<file path="src/rtl/traffic_light_controller.sv">
// Fixed-time two-way intersection controller: a Moore FSM stepping through
// NS green/yellow, all-red, EW green/yellow, all-red, with a phase counter.
module traffic_light_controller #(
  parameter int GREEN_CYCLES   = 5,
  parameter int YELLOW_CYCLES  = 2,
  parameter int ALL_RED_CYCLES = 1
) (
  input  logic       clk,
  input  logic       reset,
  output logic [2:0] ns_light,
  output logic [2:0] ew_light
);

  typedef enum logic [2:0] {
    NS_GREEN  = 3'd0,
    NS_YELLOW = 3'd1,
    ALL_RED_1 = 3'd2,
    EW_GREEN  = 3'd3,
    EW_YELLOW = 3'd4,
    ALL_RED_2 = 3'd5
  } state_e;

  localparam logic [2:0] LAMP_RED    = 3'b100;
  localparam logic [2:0] LAMP_YELLOW = 3'b010;
  localparam logic [2:0] LAMP_GREEN  = 3'b001;

  localparam bit         SKIP_ALL_RED = (ALL_RED_CYCLES == 0);
  localparam logic [7:0] GREEN_LAST   = 8'(GREEN_CYCLES - 1);
  localparam logic [7:0] YELLOW_LAST  = 8'(YELLOW_CYCLES - 1);
  // An all-red state reached only through illegal-state recovery still
  // lasts one cycle when the clearance phase is configured away.
  localparam logic [7:0] ALL_RED_LAST = SKIP_ALL_RED ? 8'd0 : 8'(ALL_RED_CYCLES - 1);

  if (GREEN_CYCLES < 1 || GREEN_CYCLES > 255) begin : g_bad_green
    $fatal(1, "traffic_light_controller: GREEN_CYCLES=%0d outside 1..255", GREEN_CYCLES);
  end
  if (YELLOW_CYCLES < 1 || YELLOW_CYCLES > 255) begin : g_bad_yellow
    $fatal(1, "traffic_light_controller: YELLOW_CYCLES=%0d outside 1..255", YELLOW_CYCLES);
  end
  if (ALL_RED_CYCLES < 0 || ALL_RED_CYCLES > 255) begin : g_bad_all_red
    $fatal(1, "traffic_light_controller: ALL_RED_CYCLES=%0d outside 0..255", ALL_RED_CYCLES);
  end

  logic [2:0] state_q, state_d;
  logic [7:0] count_q, count_d;
  logic [2:0] advance_state;
  logic [7:0] last_count;
  logic       illegal_state;

  always_comb begin
    advance_state = ALL_RED_2;
    last_count    = ALL_RED_LAST;
    illegal_state = 1'b0;
    case (state_q)
      NS_GREEN: begin
        advance_state = NS_YELLOW;
        last_count    = GREEN_LAST;
      end
      NS_YELLOW: begin
        advance_state = SKIP_ALL_RED ? EW_GREEN : ALL_RED_1;
        last_count    = YELLOW_LAST;
      end
      ALL_RED_1: begin
        advance_state = EW_GREEN;
        last_count    = ALL_RED_LAST;
      end
      EW_GREEN: begin
        advance_state = EW_YELLOW;
        last_count    = GREEN_LAST;
      end
      EW_YELLOW: begin
        advance_state = SKIP_ALL_RED ? NS_GREEN : ALL_RED_2;
        last_count    = YELLOW_LAST;
      end
      ALL_RED_2: begin
        advance_state = NS_GREEN;
        last_count    = ALL_RED_LAST;
      end
      default: begin
        illegal_state = 1'b1;
      end
    endcase

    // Unused encodings fall into the second clearance phase, which leads to NS green.
    if (illegal_state) begin
      state_d = ALL_RED_2;
      count_d = 8'd0;
    end else if (count_q == last_count) begin
      state_d = advance_state;
      count_d = 8'd0;
    end else begin
      state_d = state_q;
      count_d = count_q + 8'd1;
    end
  end

  always_ff @(posedge clk) begin
    if (reset) begin
      state_q <= NS_GREEN;
      count_q <= 8'd0;
    end else begin
      state_q <= state_d;
      count_q <= count_d;
    end
  end

  always_comb begin
    ns_light = LAMP_RED;
    ew_light = LAMP_RED;
    case (state_q)
      NS_GREEN:  ns_light = LAMP_GREEN;
      NS_YELLOW: ns_light = LAMP_YELLOW;
      EW_GREEN:  ew_light = LAMP_GREEN;
      EW_YELLOW: ew_light = LAMP_YELLOW;
      default: begin
        ns_light = LAMP_RED;
        ew_light = LAMP_RED;
      end
    endcase
  end

  // Lamp safety properties; ignored by synthesis.
  a_red_present: assert property (@(posedge clk) ns_light[2] || ew_light[2]);
  a_one_hot: assert property (@(posedge clk) $onehot(ns_light) && $onehot(ew_light));
  a_ns_green_exit: assert property (@(posedge clk) disable iff (reset)
    ns_light == LAMP_GREEN |=> (ns_light == LAMP_GREEN || ns_light == LAMP_YELLOW));
  a_ew_green_exit: assert property (@(posedge clk) disable iff (reset)
    ew_light == LAMP_GREEN |=> (ew_light == LAMP_GREEN || ew_light == LAMP_YELLOW));

endmodule

</file>
<file path="config.mk">
export PLATFORM = sky130hd
export DESIGN_NAME = traffic_light_controller
export DESIGN_NICKNAME = d
export VERILOG_FILES = /design/src/rtl/traffic_light_controller.sv
export SDC_FILE = /design/constraint.sdc
export NUM_CORES = 1
export LEC_CHECK = 0
export CORE_MARGIN = 3
export CORE_UTILIZATION = 50
export CTS_CLUSTER_DIAMETER = 30
export CTS_CLUSTER_SIZE = 40
export DETAILED_ROUTE_END_ITERATION = 10
export PLACE_DENSITY = 0.72
export SLEW_MARGIN = 15
export SYNTH_ARGS = -nofsm -noshare
export SYNTH_HDL_FRONTEND = slang
export SYNTH_SLANG_ARGS = --single-unit
</file>
<file path="constraint.sdc">
create_clock -name clk -period 5.82 [get_ports clk]
set_clock_uncertainty 0.2 [all_clocks]
set_input_delay 1.164 -clock clk [delete_from_list [all_inputs] [get_ports clk]]
set_output_delay 1.164 -clock clk [all_outputs]
set_load 0.005 [all_outputs]
</file>
# After elaboration in Yosys (flattened, before gate mapping)
# Index checks and enable logic that the tools add are counted.
# Widths: inputs -> output; s select.
# op_classes
reduce_logical	6
n_mux	6
n_eq_ne	7
n_bitwise	1
add_sub_neg	1
# op_table
op	n
$pmux 3 s2	3
$pmux 3 s5	1
$add 8x1->8 const B	1
$eq 8x8->1	1
$eq 3x2->1 const B	2
$eq 3x3->1 const B	2
$mux 3	2
$reduce_or 2->1	3
$reduce_or 6->1	1
$eq 3x1->1 const B	1
$logic_not 3->1	1
$reduce_or 3->1	1
$ne 2x1->1 const B	1
$not 1->1	1
# word_totals
reg_bits	11
input_bits	2
word_cells	24

# Longest topological paths before layout
# depth
depth_word	6
ltp_mapped	5

# Least setup slack after synthesis
# No wires, ideal clock.
# synth_timing
path_type	flip-flop to output port
startpoint	register state_q[1]
endpoint	output port ns_light[0]
path_stages_with_launch	4
path_buffers	1
required_time_ns	4.456
arrival_time_ns	0.871
slack_ns	3.585
cell_sequence	dfxtp_1 > buf_6 > or2_2 > nor2_1
# synth_via
elab_chain_cells	2
# synth_lines
element	line_no	rtl
start, declared	44	logic [2:0] state_q, state_d;
start signal, assigned	102	state_q <= state_d;
$eq 3x1->1 / $logic_not 3->1 (equally long branches)	110	case (state_q)
$pmux 3 s2 (*)	110	
end, declared	10	output logic [2:0] ns_light,
# Mark *: on every way between the ends. The rest lies on a longest branch, timed or not.

# Worst setup path in the final report
# layout_timing
startpoint	register state_q[2]
endpoint	output port ew_light[1]
# layout_via
elab_chain_cells	2
# layout_lines
element	line_no	rtl
$eq 3x3->1 / $eq 3x2->1 (equally long branches)	110	
$pmux 3 s2 (*)	110	
end, declared	11	output logic [2:0] ew_light
# Marks and branches as above.

==> impl_summary.log <==
INFO  metric numCtsBuffers = 3
INFO  metric crit_arrival = 1.70 ns
INFO  metric drtAntennaViolNets = 0
INFO  metric final_setup_violations = 0
INFO  metric drt_iter0_drc = 19
INFO  metric holdBufCountCts = 0
INFO  metric number_of_antenna_violations_at_the_first_check_in_global_routing = 0
INFO  metric groute.usage.overall = 15.1%
INFO  metric place.detailed.instances = 94
INFO  metric cp-end-kind = primary output
INFO  metric grt_start_max_net_pins = 13
INFO  metric worstSkewPairLatency = 0.27 ns
INFO  metric pre_cts_ws = 3.05 ns
INFO  metric total_routed_length = 1240 µm
INFO  metric clockBufferDepth = 2
INFO  metric dr.pass1.iters = 4
INFO  metric routed-via-count = 552
INFO  metric finalMaxSlewViolations = 0
INFO  metric post_synthesis_average_cell_area = 9.05 µm²
INFO  metric worst-endpoint-required = 4.46 ns
INFO  metric cp_max_fo = 12
INFO  metric global_route_wire_length_before_repair = 2170 µm
INFO  metric synth-main-ff-cell = sky130_fd_sc_hd__dfxtp_1
INFO  metric peakVddDrop = 0.000233 V
INFO  metric period_share = 52.7%
INFO  metric critPathKind = reg2out
INFO  metric buffer_ports.inserted = 7
INFO  metric fp.dieH = 43.6 µm
INFO  metric gp_routability_congestion = 0.738
INFO  metric tritoncts = built
INFO  metric area.growth.synth_to_final = 10.8%
INFO  metric core_area = 1220 µm²
INFO  metric crit_path_cell_trace = nor3b_2, clkdlybuf4s50_1
INFO  metric post-route-worst-setup-slack = 2.76 ns
INFO  metric final_util = 64.3%
INFO  metric wl_per_cell = 12.6 µm
INFO  metric critical_path.max_stage_delay = 0.56 ns
INFO  metric yosys_register_bits = 11
INFO  metric yosys_warnings = 0
INFO  metric maxClockFrequency = 0.326 GHz
INFO  metric drive_gt1_share = 15.5%
INFO  metric timing.max_slew.rel_slack = 74.1%
INFO  metric netlist_area = 706 µm²
INFO  metric power.leakage = 0.290 nW
INFO  metric run_status = completed
INFO  metric powerDensity = 212 nW/µm²
INFO  metric crit_family = buffers and inverters
INFO  metric initial_core_util = 58.0%
INFO  metric rows = 12
INFO  metric finish.cell_count_without_fillers = 98
INFO  metric synth-seq-area-share = 31.2%
INFO  metric die-area = 1900 µm²
INFO  metric synth_enable_flop_cells = 0
INFO  metric top_level_pins = 8
INFO  metric avgViaCountPerCell = 5.63
INFO  metric worstMarginPinSlew = 0.388 ns
INFO  metric unrepaired_setup_endpoints_after_global_routing = false
INFO  metric filler_cell_count = 105
INFO  metric startpoint_type = register
INFO  metric setup-tns-final = 0 ns
INFO  metric syn-instance-count = 78
INFO  metric drt_drc_violations_left = 0
INFO  metric post_cts_resize_count = 0
INFO  metric maxCapViolations = 0
INFO  metric insertedDiodeCount = 0
INFO  metric detailedPlacementHpwl = 929 µm
INFO  metric netlist-cell-type-count = 36
INFO  metric clkSinkCount = 11
INFO  metric synthArstFlopShare = 0%
INFO  metric post-cts-setup-buffer-count = 0
INFO  metric hold_viol_final = 0
INFO  metric synth.net_count = 81
INFO  metric critical_path.n_buffers_inverters = 1
INFO  metric clk_transition_reported_paths = 0.08 ns
INFO  metric crit_slowest_cell = sky130_fd_sc_hd__clkdlybuf4s50_1
INFO  metric time_the_worst_path_needs_with_i_o_delays_and_setup = 3.06 ns
INFO  metric cts_max_level = 1
INFO  metric hold_path.class = reg2reg
INFO  metric chipWidth = 43.6 µm
INFO  metric vias_in_the_first_global_route = 498
INFO  metric layout.nets = 88
INFO  metric clock_tree.root_cell = sky130_fd_sc_hd__clkbuf_4
INFO  metric overflow = 0
## per-layer routing
metal	vias to the layer above	share of wire [%]	wire length (µm)	global-route usage, %
li1	286	-	-	-
met1	257	51	633	19.2
met2	7	43	534	22.7
met3	2	4.4	55	7.47
met4	0	0.97	12	3.61
met5	-	0	0	0
## path summary, 6_finish.rpt
| kind | startpoint | endpoint | slack, ns | cells past startpoint |
|---|---|---|---|---|
| worst max register to register | count_q[2]$_SDFF_PP0_ | count_q[6]$_SDFF_PP0_ | 3.86 | 4 |
| worst max-delay path | state_q[2]$_SDFFE_PP0P_ | ew_light[1] | 2.76 | 2 |
| worst min register to register | count_q[7]$_SDFF_PP0_ | count_q[7]$_SDFF_PP0_ | 0.37 | 2 |
| worst min-delay path | count_q[7]$_SDFF_PP0_ | count_q[7]$_SDFF_PP0_ | 0.37 | 2 |
## sequential cells by signal, indices dropped and copies added (netlist names)
signal and flops:
count_q 8, state_q 3
## power breakdown
| part | leakage [nW] | total (W) | internal [W] | switching, W |
|---|---|---|---|---|
| Sequential | 0.0892 | 0.0000863 | 0.0000788 | 0.00000753 |
| Combinational | 0.183 | 0.0000254 | 0.0000123 | 0.0000131 |
| Clock | 0.0177 | 0.0000539 | 0.0000255 | 0.0000284 |
## area by class of cell
| cell class | instances | area [µm²] | area share (%) |
|---|---|---|---|
| Clock inverter | 1 | 5.00 | 0.640 |
| Inverter | 2 | 7.51 | 0.960 |
| Tap cell | 14 | 17.5 | 2.24 |
| Sequential cell | 11 | 220 | 28.2 |
| Multi-Input combinational cell | 60 | 439 | 56.2 |
| Timing Repair Buffer | 7 | 70.1 | 8.96 |
| Clock buffer | 3 | 22.5 | 2.88 |
## worst min-delay path, stage by stage, from the launching register on
cell and delay, ns:
sky130_fd_sc_hd__dfxtp_1 0.33, sky130_fd_sc_hd__xor2_1 0.15, sky130_fd_sc_hd__nor3_1 0.05
## metrics by stage
stage                     total power (W)  hold slack [ns]  area, µm²
after CTS                        0.000167            0.371        782
after floorplan                  0.000107            0.329        706
final                            0.000166            0.367        782
after global routing             0.000174            0.379        782
after detailed placement         0.000113            0.361        754
after global placement           0.000112            0.349        754
## cell usage after synthesis (2+ instances only)
cell / number / area share [%]
sky130_fd_sc_hd__mux2i_1: 2 / 2.8
sky130_fd_sc_hd__nand2_1: 6 / 3.2
sky130_fd_sc_hd__a21oi_1: 2 / 1.4
sky130_fd_sc_hd__nand2b_1: 3 / 2.7
sky130_fd_sc_hd__dfxtp_1: 11 / 31
sky130_fd_sc_hd__a211oi_4: 2 / 5.7
sky130_fd_sc_hd__nor2_1: 5 / 2.7
sky130_fd_sc_hd__inv_1: 2 / 1.1
sky130_fd_sc_hd__nand3_1: 6 / 4.3
sky130_fd_sc_hd__buf_6: 2 / 3.2
sky130_fd_sc_hd__xor2_1: 6 / 7.4
sky130_fd_sc_hd__nor3_1: 7 / 5.0
## cells in the final DEF (no fill, tap or decap), types with 2 or more instances in the layout
cell / count
sky130_fd_sc_hd__a211oi_4: 2
sky130_fd_sc_hd__a21oi_1: 2
sky130_fd_sc_hd__clkbuf_4: 3
sky130_fd_sc_hd__clkdlybuf4s50_1: 7
sky130_fd_sc_hd__dfxtp_1: 11
sky130_fd_sc_hd__inv_1: 2
sky130_fd_sc_hd__mux2i_1: 2
sky130_fd_sc_hd__nand2_1: 6
sky130_fd_sc_hd__nand2b_1: 3
sky130_fd_sc_hd__nand3_1: 6
sky130_fd_sc_hd__nor2_1: 5
sky130_fd_sc_hd__nor3_1: 7
sky130_fd_sc_hd__xor2_1: 6
## cells by family after synthesis
kind of cell / count (synthesis) / share of synthesized area (%)
and+or+nand+nor: 41 / 33.7
buffers and inverters: 7 / 6.56
xor gates and xnor gates: 7 / 8.69
adders and majority gates: 1 / 1.77
muxes: 2 / 2.84
DFF: 11 / 31.2
AOI/OAI and AO/OA: 9 / 15.2
No activity file was read; power rests on OpenSTA's default activity.
